### src/rtl/cpu_writeback_multi.sv
// cpu_writeback_multi: multi-lane writeback stage.
// Detects completions via per-lane toggle strobes, counts retirements and
// serialises register writes from all lanes through a small FIFO onto the
// single register-file write port.
// Optional feature macro: CPU_WRITEBACK_BYPASS_EN (empty queue sends the
// lowest qualifying lane straight to the RF port, saving one cycle).
module cpu_writeback_multi #(
    parameter int LANES      = 2,
    parameter int XLEN       = 32,
    parameter int RIDX_W     = 6,
    parameter int FIFO_DEPTH = 4,
    parameter int CNT_W      = 64
) (
    input  logic                      i_clock,
    input  logic                      i_reset,
    input  logic [LANES-1:0]          i_strobe,
    input  logic [LANES*RIDX_W-1:0]   i_rd_idx,
    input  logic [LANES*XLEN-1:0]     i_rd_val,
    output logic                      o_ready,
    output logic                      o_rf_we,
    output logic [RIDX_W-1:0]         o_rf_idx,
    output logic [XLEN-1:0]           o_rf_val,
    output logic [CNT_W-1:0]          o_retired,
    output logic                      o_overflow
);

    // Pointer width is at least 1 so a depth-1 queue still has a legal ring.
    localparam int PTR_W = (FIFO_DEPTH > 1) ? $clog2(FIFO_DEPTH) : 1;
    localparam int CQ_W  = PTR_W + 1;
    localparam int MEM_N = 1 << PTR_W;

    logic [LANES-1:0]   last_strobe;
    logic [LANES-1:0]   events;
    logic [PTR_W-1:0]   wr_ptr;
    logic [PTR_W-1:0]   rd_ptr;
    logic [CQ_W-1:0]    count;
    logic [RIDX_W-1:0]  mem_idx [MEM_N];
    logic [XLEN-1:0]    mem_val [MEM_N];

    logic               pop;
    logic [CQ_W-1:0]    free;
    logic [CQ_W-1:0]    n_push;
    logic [LANES-1:0]   enq;
    logic [PTR_W-1:0]   slot [LANES];
    logic               dropped;
    logic [CNT_W-1:0]   retire_inc;
`ifdef CPU_WRITEBACK_BYPASS_EN
    logic               byp_take;
    logic [RIDX_W-1:0]  byp_idx;
    logic [XLEN-1:0]    byp_val;
`endif

    // Queue occupancy view: pop happens whenever something was queued before this edge.
    always_comb begin
        events  = i_strobe ^ last_strobe;
        pop     = (count != '0);
        free    = CQ_W'(FIFO_DEPTH) - count + CQ_W'(pop);
        o_ready = (int'(free) >= LANES);
    end

    // Allocate queue slots to qualifying lanes in program order; overflow drops the tail lanes.
    always_comb begin
        n_push     = '0;
        enq        = '0;
        dropped    = 1'b0;
        retire_inc = '0;
`ifdef CPU_WRITEBACK_BYPASS_EN
        byp_take   = 1'b0;
        byp_idx    = '0;
        byp_val    = '0;
`endif
        for (int k = 0; k < LANES; k++) begin
            slot[k] = '0;
            if (events[k]) begin
                retire_inc = retire_inc + CNT_W'(1);
                if (i_rd_idx[k*RIDX_W +: RIDX_W] != '0) begin
`ifdef CPU_WRITEBACK_BYPASS_EN
                    if (count == '0 && !byp_take) begin
                        byp_take = 1'b1;
                        byp_idx  = i_rd_idx[k*RIDX_W +: RIDX_W];
                        byp_val  = i_rd_val[k*XLEN +: XLEN];
                    end else
`endif
                    if (n_push < free) begin
                        enq[k]  = 1'b1;
                        slot[k] = wr_ptr + n_push[PTR_W-1:0];
                        n_push  = n_push + CQ_W'(1);
                    end else begin
                        dropped = 1'b1;
                    end
                end
            end
        end
    end

    // Queue storage: data only, pointers make stale entries invisible after reset.
    always_ff @(posedge i_clock) begin
        for (int k = 0; k < LANES; k++) begin
            if (enq[k]) begin
                mem_idx[slot[k]] <= i_rd_idx[k*RIDX_W +: RIDX_W];
                mem_val[slot[k]] <= i_rd_val[k*XLEN +: XLEN];
            end
        end
    end

    // Control state, retire counter and the registered RF write port.
    always_ff @(posedge i_clock) begin
        last_strobe <= i_strobe;
        if (i_reset) begin
            count      <= '0;
            wr_ptr     <= '0;
            rd_ptr     <= '0;
            o_retired  <= '0;
            o_overflow <= 1'b0;
            o_rf_we    <= 1'b0;
            o_rf_idx   <= '0;
            o_rf_val   <= '0;
        end else begin
            o_retired <= o_retired + retire_inc;
            if (dropped)
                o_overflow <= 1'b1;
            count  <= count + n_push - CQ_W'(pop);
            wr_ptr <= wr_ptr + n_push[PTR_W-1:0];
            if (pop) begin
                rd_ptr   <= rd_ptr + PTR_W'(1);
                o_rf_we  <= 1'b1;
                o_rf_idx <= mem_idx[rd_ptr];
                o_rf_val <= mem_val[rd_ptr];
            end
`ifdef CPU_WRITEBACK_BYPASS_EN
            else if (byp_take) begin
                o_rf_we  <= 1'b1;
                o_rf_idx <= byp_idx;
                o_rf_val <= byp_val;
            end
`endif
            else begin
                o_rf_we <= 1'b0;
            end
        end
    end

endmodule

### config.mk
export PLATFORM = sky130hd
export DESIGN_NAME = cpu_writeback_multi
export DESIGN_NICKNAME = d
export VERILOG_FILES = /design/src/rtl/cpu_writeback_multi.sv
export SDC_FILE = /design/constraint.sdc
export NUM_CORES = 1
export LEC_CHECK = 0
export CORE_UTILIZATION = 45
export CTS_CLUSTER_DIAMETER = 200
export DETAILED_ROUTE_END_ITERATION = 8
export GPL_TIMING_DRIVEN = 0
export HOLD_SLACK_MARGIN = 0.12
export PLACE_DENSITY = 0.68
export REMOVE_ABC_BUFFERS = 1
export SYNTH_ARGS = -nofsm -noshare
export SYNTH_HDL_FRONTEND = slang
export SYNTH_SLANG_ARGS = --single-unit
### constraint.sdc
create_clock -name i_clock -period 7.3 [get_ports i_clock]
set_input_delay 0.73 -clock i_clock [delete_from_list [all_inputs] [get_ports i_clock]]
set_output_delay 0.73 -clock i_clock [all_outputs]
set_load 0.01 [all_outputs]
Word level (Yosys, flattened, before mapping)
Memory sizes are Yosys's and may differ from the RTL's. A register that Yosys moved wholly into a read port is not among the register bits. Cells that the tools add are included.

Reduce and logical (&&, ||, !) cells: 3. Div/mod/pow operators: 0. Equal/unequal tests: 0. Add/sub/neg operators: 10. Shift operators: 0. Bitwise operators: 1. Multipliers: 0. Mux-type cells: 31. Order comparisons: 3.

Operator list (number): adder 64 x 1 -> 64 bit, second input constant (1); adder 64 bit (1); 2-to-1 mux 64 bit (1); 2-to-1 mux 1 bit (21); 2-to-1 mux 2 bit (6); nonzero test 6 bit (2); 2-to-1 mux 3 bit (3); adder 2 bit (2); adder 3 x 1 -> 3 bit (1); adder 3 x 1 -> 3 bit, second input constant (1); adder 3 bit (1); >= comparator 3 x 2 -> 1 bit, second input constant (1); less-than comparator 1 x 3 -> 1 bit, first input constant (1); less-than comparator 3 bit (1); nonzero test 3 bit (1); subtractor 3 x 1 -> 3 bit (1); subtractor 3 bit, first input constant (1); adder 2 x 1 -> 2 bit, second input constant (1); XOR 2 bit (1).

Bits in registers: 75. Latch bits: 0. ROM bits: 0. Memories: 2. RAM bits: 152. Logic and storage cells: 57.

Memory list: mem_val (words 4, width 32, read ports 1, clocked after Yosys merged registers in 1, wr ports 2, RTL line 38) `logic [XLEN-1:0] mem_val [MEM_N];`; mem_idx (words 4, width 6, read ports 1, clocked after Yosys merged registers in 1, wr ports 2, RTL line 37) `logic [RIDX_W-1:0] mem_idx [MEM_N];`.

Longest topological paths before layout
Gate-level depths: netlist of run 1.

Depth after elaboration: 12. Gate-level depth with buffers: 20. Depth with buffers taken out: 19.

Worst setup path before layout of run 1
No wires, ideal clock.

Path kind: flip-flop to flip-flop. From: register count[0]. To: memory mem_idx[0][0] (enable). Stages on the path, launching flop included: 11. Clock period less this slack: 5.244 ns. Path buffers: 1. Setup time: 0.486 ns. Slack: 2.056 ns. Arrival: 4.758 ns. Cells stage by stage: dfxtp_1 -> nor3_1 -> clkbuf_1 -> ha_1 -> inv_1 -> ha_1 -> xor2_1 -> nor2_1 -> a21boi_0 -> nand2b_1 -> o21ai_0.

RTL lines: from (decl) (RTL line 36) `logic [CQ_W-1:0] count;`; from (signal assigned) (RTL line 122) `count <= count + n_push - CQ_W'(pop);`; to (decl) (RTL line 37).

==> flow_metrics.py, run 1 <==
metrics = {
    "finish": {
        "regArea_um2": 6830,
        "final_cell_mix": "183 x clkdlybuf4s50_1, 153 x mux2_2, 152 x edfxtp_1, 111 x dfxtp_1, 100 x nand2_1",
        "drive_gt1_frac": 0.233,
        "final_area_um2": 15600,
        "multi_input_area_um2": 5270,
        "antenna_cells": 0,
        "mostFrequentLayoutCell": "clkdlybuf4s50_1",
        "final_nets": 1244,
        "area_growth_pct": 26.3,
        "fillers": 2212,
    },
    "worst_setup_path": {
        "cp_slowest_stage_delay_ps": 580,
        "cp-end-kind": "flip-flop",
        "crit_top_cell": "ha_1",
        "worstPathArrival_ps": 5000,
        "critPathKind": "reg -> reg",
        "path_max_fanout": 23,
        "cp.required_ps": 7540,
        "ff2ff_path_depth": 14,
        "r2r_setup_slack_ps": 2540,
        "r2r-start": "count[0]$_SDFF_PP0_",
        "cp_cell_sequence": "nor3_2, buf_6, ha_1, inv_1, ha_1, xor2_1, nor2_1, a21boi_0, ha_1, nor2_1, nand3_2, buf_12, o21ai_4, buf_12",
        "slowest_stage": "a21boi_0",
        "r2r_end": "mem_val[2][24]$_DFFE_PP_",
        "critPathLaunchType": "flip-flop",
    },
    "timing": {
        "fin_crit_sh": 0.652,
        "setup-violations-final": 0,
        "rsz0062_at_grt": "no",
        "worst_slack_ps": 2540,
        "skew_ps": 25.7,
        "max_slew_margin": 0.434,
        "layout_min_cycle_time_ps": 4760,
        "slew_viol_final": 0,
        "tightestPinTransition_ps": 849,
        "fmaxAchievable_mhz": 210,
        "hold_violations": 0,
    },
    "power": {
        "p_leak_nw": 5.14,
        "peakVddDrop_v": 0.000233,
        "power_w": 0.00574,
        "p_per_area_nw_per_um2": 368,
    },
    "synthesis": {
        "ys_seq_area_frac": 0.553,
        "synth_area_per_cell_um2": 12.7,
        "synth-edff-count": 152,
        "ys_types": 51,
        "synthCells": 976,
        "yosysWarningCount": 0,
        "synth_ff_type": "edfxtp_1",
        "synth_area_um2": 12400,
        "synthArstFlopShare": 0,
        "ys_seq_elements": 265,
    },
    "drt": {
        "drt_wl_total_um": 28800,
        "dr_wl_met2_um": 13900,
        "avgRoutedWirePerCell_um": 19.0,
        "drc": 0,
        "route.layer.met1.wl_um": 12500,
        "vias": 8476,
        "highest_layer": "met4",
        "wl_met3_um": 1800,
        "antenna_left": 0,
        "viasPerCell": 5.60,
        "drt_iter0_markers": 619,
        "firstDrtPassIters": 4,
    },
    "worst_hold_path": {
        "worstHoldEndpoint": "o_rf_val[10]$_SDFFE_PP0P_",
        "worstHoldPathType": "reg -> reg",
        "hp-start": "o_rf_val[10]$_SDFFE_PP0P_",
        "min_path_cells": 2,
    },
    "cts": {
        "clock_latency_ps": 560,
        "clock_sinks": 265,
        "cts.clk_slew.worst_paths_ps": 60,
        "clockBufferDepth": 3,
        "h-tree-depth": 1,
        "clockRootBuffer": "clkbuf_16",
        "cts_buffers": 29,
        "tritoncts": "done",
        "ctsHoldBuffers": 0,
        "cts-resized-gates": 0,
        "post_cts_buffers": 0,
    },
    "die": {
        "die-area_um2": 28100,
        "core_area_um2": 27000,
        "start_util": 0.458,
        "die_h_um": 168,
        "die_x_um": 168,
        "ioPinCount": 185,
        "rows": 60,
    },
    "global_routing": {
        "grt_max_degree": 60,
        "antenna_found_initial": 0,
        "grt_remaining_overflow": 0,
        "grt_usage": 0.208,
        "grt_pass1_wl_um": 46300,
        "grt_pass1_vias": 8733,
    },
    "flow_run": {
        "max_cap_viol_count": 0,
    },
    "place": {
        "detailedPlace.worstSlack_ps": 2460,
        "dp.final_hpwl_um": 19000,
        "place_area_um2": 14700,
        "gp_congestion": 0.790,
        "port_buffers": 184,
    },
    "run_status": {
        "outcome": "completed",
    },
}
## worst max-delay path: cells and delay by family (launching register included)
family	cells	cell delay, ps
fa+ha+maj	3	730
flops	1	350
simple gates	4	1360
compound gates	2	880
xor+xnor	1	160
buf+inv	4	960
## synthesized netlist by cell type, drive strengths merged, types with 17 or more instances
library cell / instances / area share
inv: 17 / 0.0052
clkbuf: 36 / 0.011
a21oi: 75 / 0.030
mux2: 153 / 0.14
xnor2: 21 / 0.015
mux4: 38 / 0.069
nand3: 24 / 0.011
o31ai: 20 / 0.012
nand2: 100 / 0.030
edfxtp: 152 / 0.37
nor2: 43 / 0.013
dfxtp: 113 / 0.18
or4: 26 / 0.016
buf: 21 / 0.010
## layer usage
metal,GRT usage,vias up
li1,-,4018
met1,0.266,4201
met2,0.357,221
met3,0.0454,36
met4,0.0535,0
met5,0,-
## power by group
part	total [W]	switching, W	internal, W
sequential	0.00234	0.000203	0.00214
combinational	0.00204	0.00101	0.00103
clock	0.00135	0.000583	0.000771
total	0.00574	0.00180	0.00394
## final cells by class
class                           count  share of cell area
Clock buffer                       42              0.0522
Clock inverter                     11             0.00385
Inverter                           17             0.00409
Multi-Input combinational cell    637               0.338
Sequential cell                   265               0.438
Tap cell                          341              0.0273
Timing Repair Buffer              201               0.137
## worst max path at each step
| stage | end | cells past startpoint | from |
|---|---|---|---|
| detailed placement | mem_val[1][25]$_DFFE_PP_ | 11 | i_rd_idx[0] |
| floorplan | mem_idx[0][0]$_DFFE_PP_ | 11 | count[0]$_SDFF_PP0_ |
| global route | mem_val[2][31]$_DFFE_PP_ | 15 | count[0]$_SDFF_PP0_ |
| global placement | mem_val[0][18]$_DFFE_PP_ | 11 | count[0]$_SDFF_PP0_ |
| CTS | mem_val[2][28]$_DFFE_PP_ | 14 | count[0]$_SDFF_PP0_ |
| finish | mem_val[2][24]$_DFFE_PP_ | 14 | count[0]$_SDFF_PP0_ |
## sequential cells by signal (all words and copies together) (netlist names)
name / flops
count: 3
last_strobe: 2
mem_idx: 24
mem_val: 128
o_overflow: 1
o_retired: 64
o_rf_idx: 6
o_rf_val: 32
o_rf_we: 1
rd_ptr: 2
wr_ptr: 2
## per-stage QoR
stage,hold WS (ps),util,instances,setup TNS [ps]
final,450,0.579,1514,0
after global routing,474,0.579,1514,0
after CTS,453,0.579,1514,0
after detailed placement,445,0.547,1461,0
after global placement,437,0.533,1444,-1357990
after floorplan,470,-,919,-19640
## kinds of logic (layout without fill, tap and decap cells)
| family | count (synthesis) | in the layout | share of synthesized area |
|---|---|---|---|
| xor+xnor | 35 | 35 | 0.0248 |
| fa+ha+maj | 14 | 14 | 0.0152 |
| buf+inv | 74 | 271 | 0.0264 |
| mux | 191 | 191 | 0.209 |
| simple gates | 279 | 279 | 0.119 |
| compound gates | 118 | 118 | 0.0535 |
| flops | 265 | 265 | 0.553 |
No activity file was read; power rests on OpenSTA's default activity.
==> run 2, diff against run 1 <==
Clock period 7.3 ns to 4.5 ns, I/O delays scaled along.
==> run 2 against run 1 <==
Combinational power up 64%. Wire length about the same. Sequential share of layout area down 0.12 points. Clock power up 63%. Critical path depth unchanged. Non-clock buffer count up 3. Maximum frequency up 14%. First-iteration DRC count down 6.0%. Clock-buffer cell count unchanged. Sequential power up 62%. Final area up 0.27%. Critical path type unchanged.
==> flow_metrics.py, run 2 (synthesized netlist as in run 1, its figures left out) <==
metrics = {
    "cts": {
        "h-tree-depth": 1,
        "tritoncts": "done",
        "clockRootBuffer": "clkbuf_16",
        "ctsHoldBuffers": 0,
        "clockBufferDepth": 3,
        "cts.clk_slew.worst_paths_ps": 60,
        "clock_latency_ps": 550,
        "clock_sinks": 265,
        "cts_buffers": 29,
    },
    "die": {
        "die_x_um": 168,
        "rows": 60,
        "ioPinCount": 185,
        "die_h_um": 168,
        "start_util": 0.458,
        "die-area_um2": 28100,
        "core_area_um2": 27000,
    },
    "drt": {
        "avgRoutedWirePerCell_um": 19.0,
        "drc": 0,
        "firstDrtPassIters": 4,
        "antenna_left": 0,
        "viasPerCell": 5.60,
        "drt_wl_total_um": 28800,
        "vias": 8506,
        "drt_iter0_markers": 582,
    },
    "finish": {
        "final_area_um2": 15600,
        "largest_reg_flops": 128,
        "final_cell_mix": "183 x clkdlybuf4s50_1, 153 x mux2_2, 152 x edfxtp_1, 111 x dfxtp_1, 100 x nand2_1",
        "regArea_um2": 6830,
        "fillers": 2205,
        "multi_input_area_um2": 5290,
        "area_growth_pct": 26.6,
        "instances_no_fill": 1519,
        "mostFrequentLayoutCell": "clkdlybuf4s50_1",
        "drive_gt1_frac": 0.236,
        "final_nets": 1247,
    },
    "worst_setup_path": {
        "ff2ff_path_depth": 14,
        "path_max_fanout": 23,
        "cp.required_ps": 4740,
        "cp-end-kind": "flip-flop",
        "cp_cell_sequence": "nor3_4, buf_6, ha_1, inv_1, ha_1, xor2_1, nor2_1, a21boi_1, ha_1, nor2_1, nand3_4, buf_12, o21ai_4, buf_12",
        "crit_buf_inv": 4,
        "cp_slowest_stage_delay_ps": 420,
        "crit_top_cell": "ha_1",
        "slowest_stage": "a21boi_1",
        "cp_top_family": "simple AND/OR/NAND/NOR gates",
        "critPathKind": "reg -> reg",
        "path_depth": 14,
        "critPathLaunchType": "flip-flop",
        "worstPathArrival_ps": 4420,
    },
    "global_routing": {
        "grt_pass1_wl_um": 46300,
        "antenna_found_initial": 0,
        "grt.busiest_layer": "met2",
        "met3_usage": 0.0454,
        "grt_usage": 0.208,
        "use_met1": 0.267,
        "grt_pass1_vias": 8731,
        "grt_remaining_overflow": 0,
        "grt_max_degree": 60,
        "use_met2": 0.357,
    },
    "timing": {
        "rsz0062_at_grt": "no",
        "fin_crit_sh": 0.928,
        "hold_violations": 0,
        "layout_min_cycle_time_ps": 4180,
        "fin_tns_setup_ps": 0,
        "max_slew_margin": 0.435,
        "tightestPinTransition_ps": 847,
        "worst_slack_ps": 324,
        "fmaxAchievable_mhz": 239,
        "setup-violations-final": 0,
        "slew_viol_final": 0,
        "skew_ps": 25.8,
    },
    "worst_hold_path": {
        "worstHoldPathType": "in -> reg",
        "min_path_cells": 1,
    },
    "place": {
        "port_buffers": 184,
        "placedCellCount": 1461,
        "place_area_um2": 14700,
        "dp.final_hpwl_um": 19000,
        "gp_congestion": 0.790,
        "detailedPlace.worstSlack_ps": -260,
    },
    "flow_run": {
        "max_cap_viol_count": 0,
    },
    "power": {
        "peakVddDrop_v": 0.000379,
        "p_per_area_nw_per_um2": 598,
        "p_leak_nw": 5.15,
        "power_w": 0.00935,
    },
    "run_status": {
        "outcome": "completed",
    },
}
## run 2: path summary, 6_finish.rpt
kind                                           startpoint                         to  slack, ps
worst max-delay path                  count[0]$_SDFF_PP0_   mem_val[2][24]$_DFFE_PP_        320
worst max register to register        count[0]$_SDFF_PP0_   mem_val[2][24]$_DFFE_PP_        320
worst min register to register  o_rf_val[10]$_SDFFE_PP0P_  o_rf_val[10]$_SDFFE_PP0P_        450
worst min-delay path                          i_strobe[0]     last_strobe[0]$_DFF_P_        420
## run 2: metrics by stage
| stage | hold WS [ps] | utilization |
|---|---|---|
| 2_1_floorplan | 470 | - |
| 4_1_cts | 402 | 0.579 |
| 5_1_grt | 410 | 0.580 |
| 3_5_place_dp | 445 | 0.547 |
| 3_3_place_gp | 437 | 0.533 |
| 6_report | 417 | 0.581 |
## run 2: cell type report
| type | count | share of cell area |
|---|---|---|
| sequential | 265 | 0.437 |
| multi-input combinational | 637 | 0.338 |
| timing repair buffer | 204 | 0.138 |
| clock buffer | 42 | 0.0521 |
| tap | 341 | 0.0273 |
| inverter | 17 | 0.00408 |
| clock inverter | 11 | 0.00384 |
| antenna | 2 | 0.000320 |
## run 2: where the power goes
part / leakage (nW) / internal [W] / switching, W / total [W]
clock: 0.436 / 0.00125 / 0.000946 / 0.00220
sequential: 2.33 / 0.00347 / 0.000332 / 0.00380
combinational: 2.38 / 0.00170 / 0.00165 / 0.00335
total: 5.15 / 0.00643 / 0.00293 / 0.00935
## run 2: worst register-to-register path, delay by kind of cell (launching register included)
family,cells,cell delay [ps]
XOR/XNOR,1,160
buffers and inverters,4,850
flip-flops,1,360
AO/OA/AOI/OAI,2,720
adder cells (fa/ha/maj),3,700
AND/OR/NAND/NOR,4,1070
## run 2: repair_timing
item / in CTS / in global routing
resized for setup: 2 / 2
setup endpoints to repair: 104 / 81
pin swaps: 0 / 2
setup buffers: 0 / 3
## run 2: layer usage
metal / up-vias / share of wire / wire, um
li1: 4032 / - / -
met1: 4202 / 0.43 / 12400
met2: 232 / 0.48 / 13900
met3: 40 / 0.065 / 1880
met4: 0 / 0.021 / 601
met5: - / 0 / 0
==> run 3, diff against run 2 <==
--- a/config.mk
+++ b/config.mk
@@ -10,3 +10,2 @@
 export DETAILED_ROUTE_END_ITERATION = 8
-export GPL_TIMING_DRIVEN = 0
 export HOLD_SLACK_MARGIN = 0.12
==> constraint.sdc (replaced) <==
create_clock -name i_clock -period 4.5 [get_ports i_clock]
set_input_delay 1.35 -clock i_clock [delete_from_list [all_inputs] [get_ports i_clock]]
set_output_delay 1.35 -clock i_clock [all_outputs]
set_load 0.01 [all_outputs]
==> run 3 against run 2 <==
Wire length up 1.5%. Sequential share of layout area down 0.78 points. Cell count up 2.2%. Critical path depth up 2. Clock-buffer cell count down 1. Maximum frequency up 0.94%. Global-route usage up 0.41 points. Clock skew down 3.2 ps. Flip-flop and latch count unchanged. Critical path type is now in -> reg.
==> flow_metrics.py, run 3 (synthesized netlist as in run 1, its figures left out) <==
metrics = {
    "timing": {
        "fin_tns_setup_ps": 0,
        "rsz0062_at_grt": "no",
        "skew_ps": 22.6,
        "tightestPinTransition_ps": 845,
        "worst_slack_ps": 363,
        "hold_violations": 0,
        "holdWs_ps": 450,
        "setup-violations-final": 0,
        "fmaxAchievable_mhz": 242,
        "max_slew_margin": 0.437,
        "layout_min_cycle_time_ps": 4140,
        "slew_viol_final": 0,
        "fin_crit_sh": 0.919,
    },
    "place": {
        "port_buffers": 184,
        "detailedPlace.worstSlack_ps": -190,
        "dp.final_hpwl_um": 19400,
        "placedCellCount": 1500,
        "gp_congestion": 0.845,
    },
    "global_routing": {
        "grt_pass1_vias": 8737,
        "grt_usage": 0.212,
        "grt_remaining_overflow": 0,
        "grt_pass1_wl_um": 47300,
        "grt_max_degree": 73,
        "antenna_found_initial": 1,
    },
    "finish": {
        "final_nets": 1282,
        "instances_no_fill": 1552,
        "mostFrequentLayoutCell": "clkdlybuf4s50_1",
        "antenna_cells": 0,
        "post-route-util": 0.591,
        "largest_reg_flops": 128,
        "fillers": 2160,
        "final_cell_mix": "183 x clkdlybuf4s50_1, 153 x mux2_2, 152 x edfxtp_1, 111 x dfxtp_1, 100 x nand2_1",
        "drive_gt1_frac": 0.255,
        "area_growth_pct": 28.9,
    },
    "drt": {
        "avgRoutedWirePerCell_um": 18.8,
        "drt_wl_total_um": 29200,
        "viasPerCell": 5.51,
        "drc": 0,
        "firstDrtPassIters": 7,
        "antenna_left": 0,
        "drt_iter0_markers": 574,
        "vias": 8549,
    },
    "die": {
        "rows": 60,
        "die_x_um": 168,
        "die_h_um": 168,
        "core_area_um2": 27000,
        "start_util": 0.458,
        "ioPinCount": 185,
        "die-area_um2": 28100,
    },
    "cts": {
        "ctsHoldBuffers": 0,
        "cts.clk_slew.worst_paths_ps": 60,
        "clock_sinks": 265,
        "clockRootBuffer": "clkbuf_16",
        "tritoncts": "done",
        "post_cts_buffers": 0,
        "cts-resized-gates": 0,
        "cts_buffers": 28,
        "h-tree-depth": 1,
        "clockBufferDepth": 3,
        "clock_latency_ps": 560,
    },
    "worst_setup_path": {
        "critPathLaunchType": "input port",
        "cp.required_ps": 4930,
        "path_max_fanout": 3,
        "critPathKind": "in -> reg",
        "cp_cell_sequence": "clkdlybuf4s50_1, or4_1, o31a_1, o21a_1, inv_2, ha_1, mux2_2, inv_1, ha_1, inv_1, ha_1, inv_1, fa_1, xnor2_1, xnor2_1, nor2_1",
        "worstPathArrival_ps": 4570,
        "cp-end-kind": "flip-flop",
        "cp_slowest_stage_delay_ps": 530,
        "slowest_stage": "or4_1",
        "cp_top_family": "adder cells",
        "crit_buf_inv": 5,
    },
    "flow_run": {
        "max_cap_viol_count": 0,
    },
    "power": {
        "p_leak_nw": 5.32,
        "peakVddDrop_v": 0.000332,
        "p_per_area_nw_per_um2": 592,
    },
    "worst_hold_path": {
        "worstHoldPathType": "reg -> reg",
    },
    "run_status": {
        "outcome": "completed",
    },
}
==> run 3: tightest hold or removal path: stages, from the launching register on <==
cell and delay (ps):
dfxtp_1 310, nand2_1 50, a21oi_1 50
==> run 3: final timing paths <==
| check | slack [ps] | cells after the start | from | endpoint |
|---|---|---|---|---|
| worst min-delay path | 450 | 2 | o_rf_idx[5]$_SDFFE_PP0P_ | o_rf_idx[5]$_SDFFE_PP0P_ |
| worst max-delay path | 360 | 16 | i_rd_idx[0] | count[2]$_SDFF_PP0_ |
| worst min register to register | 450 | 2 | o_rf_idx[5]$_SDFFE_PP0P_ | o_rf_idx[5]$_SDFFE_PP0P_ |
| worst max register to register | 1070 | 19 | count[1]$_SDFF_PP0_ | count[2]$_SDFF_PP0_ |
==> run 3: stage by stage <==
stage / total power, W / instance area, um^2
2_1_floorplan: 0.00586 / 12100
3_3_place_gp: 0.00728 / 15100
3_5_place_dp: 0.00733 / 15100
4_1_cts: 0.00956 / 15900
5_1_grt: 0.00994 / 15900
6_report: 0.00943 / 15900
==> run 3: cell type report <==
| cell class | count | area, um^2 | share of cell area |
|---|---|---|---|
| clock buffers | 41 | 779 | 0.0490 |
| clock inverters | 11 | 91.3 | 0.00574 |
| inverters | 17 | 63.8 | 0.00401 |
| multi-input cells | 637 | 5270 | 0.331 |
| flip-flops and latches | 265 | 6830 | 0.429 |
| well taps | 341 | 427 | 0.0268 |
| repair buffers | 240 | 2460 | 0.154 |
==> run 3: per-layer routing <==
layer / track usage / vias up / wire [um]
met5: 0 / - / 0
met4: 0.0431 / 0 / 492
met3: 0.0444 / 41 / 1820
met2: 0.365 / 235 / 14200
met1: 0.276 / 4168 / 12700
li1: - / 4105 / -
==> run 3: report_power, final <==
| part | switching (W) | total (W) | internal, W | leakage (nW) |
|---|---|---|---|---|
| Combinational | 0.00170 | 0.00348 | 0.00178 | 2.56 |
| Clock | 0.000944 | 0.00220 | 0.00126 | 0.426 |
| Sequential | 0.000279 | 0.00374 | 0.00346 | 2.33 |
| Total | 0.00293 | 0.00943 | 0.00650 | 5.32 |
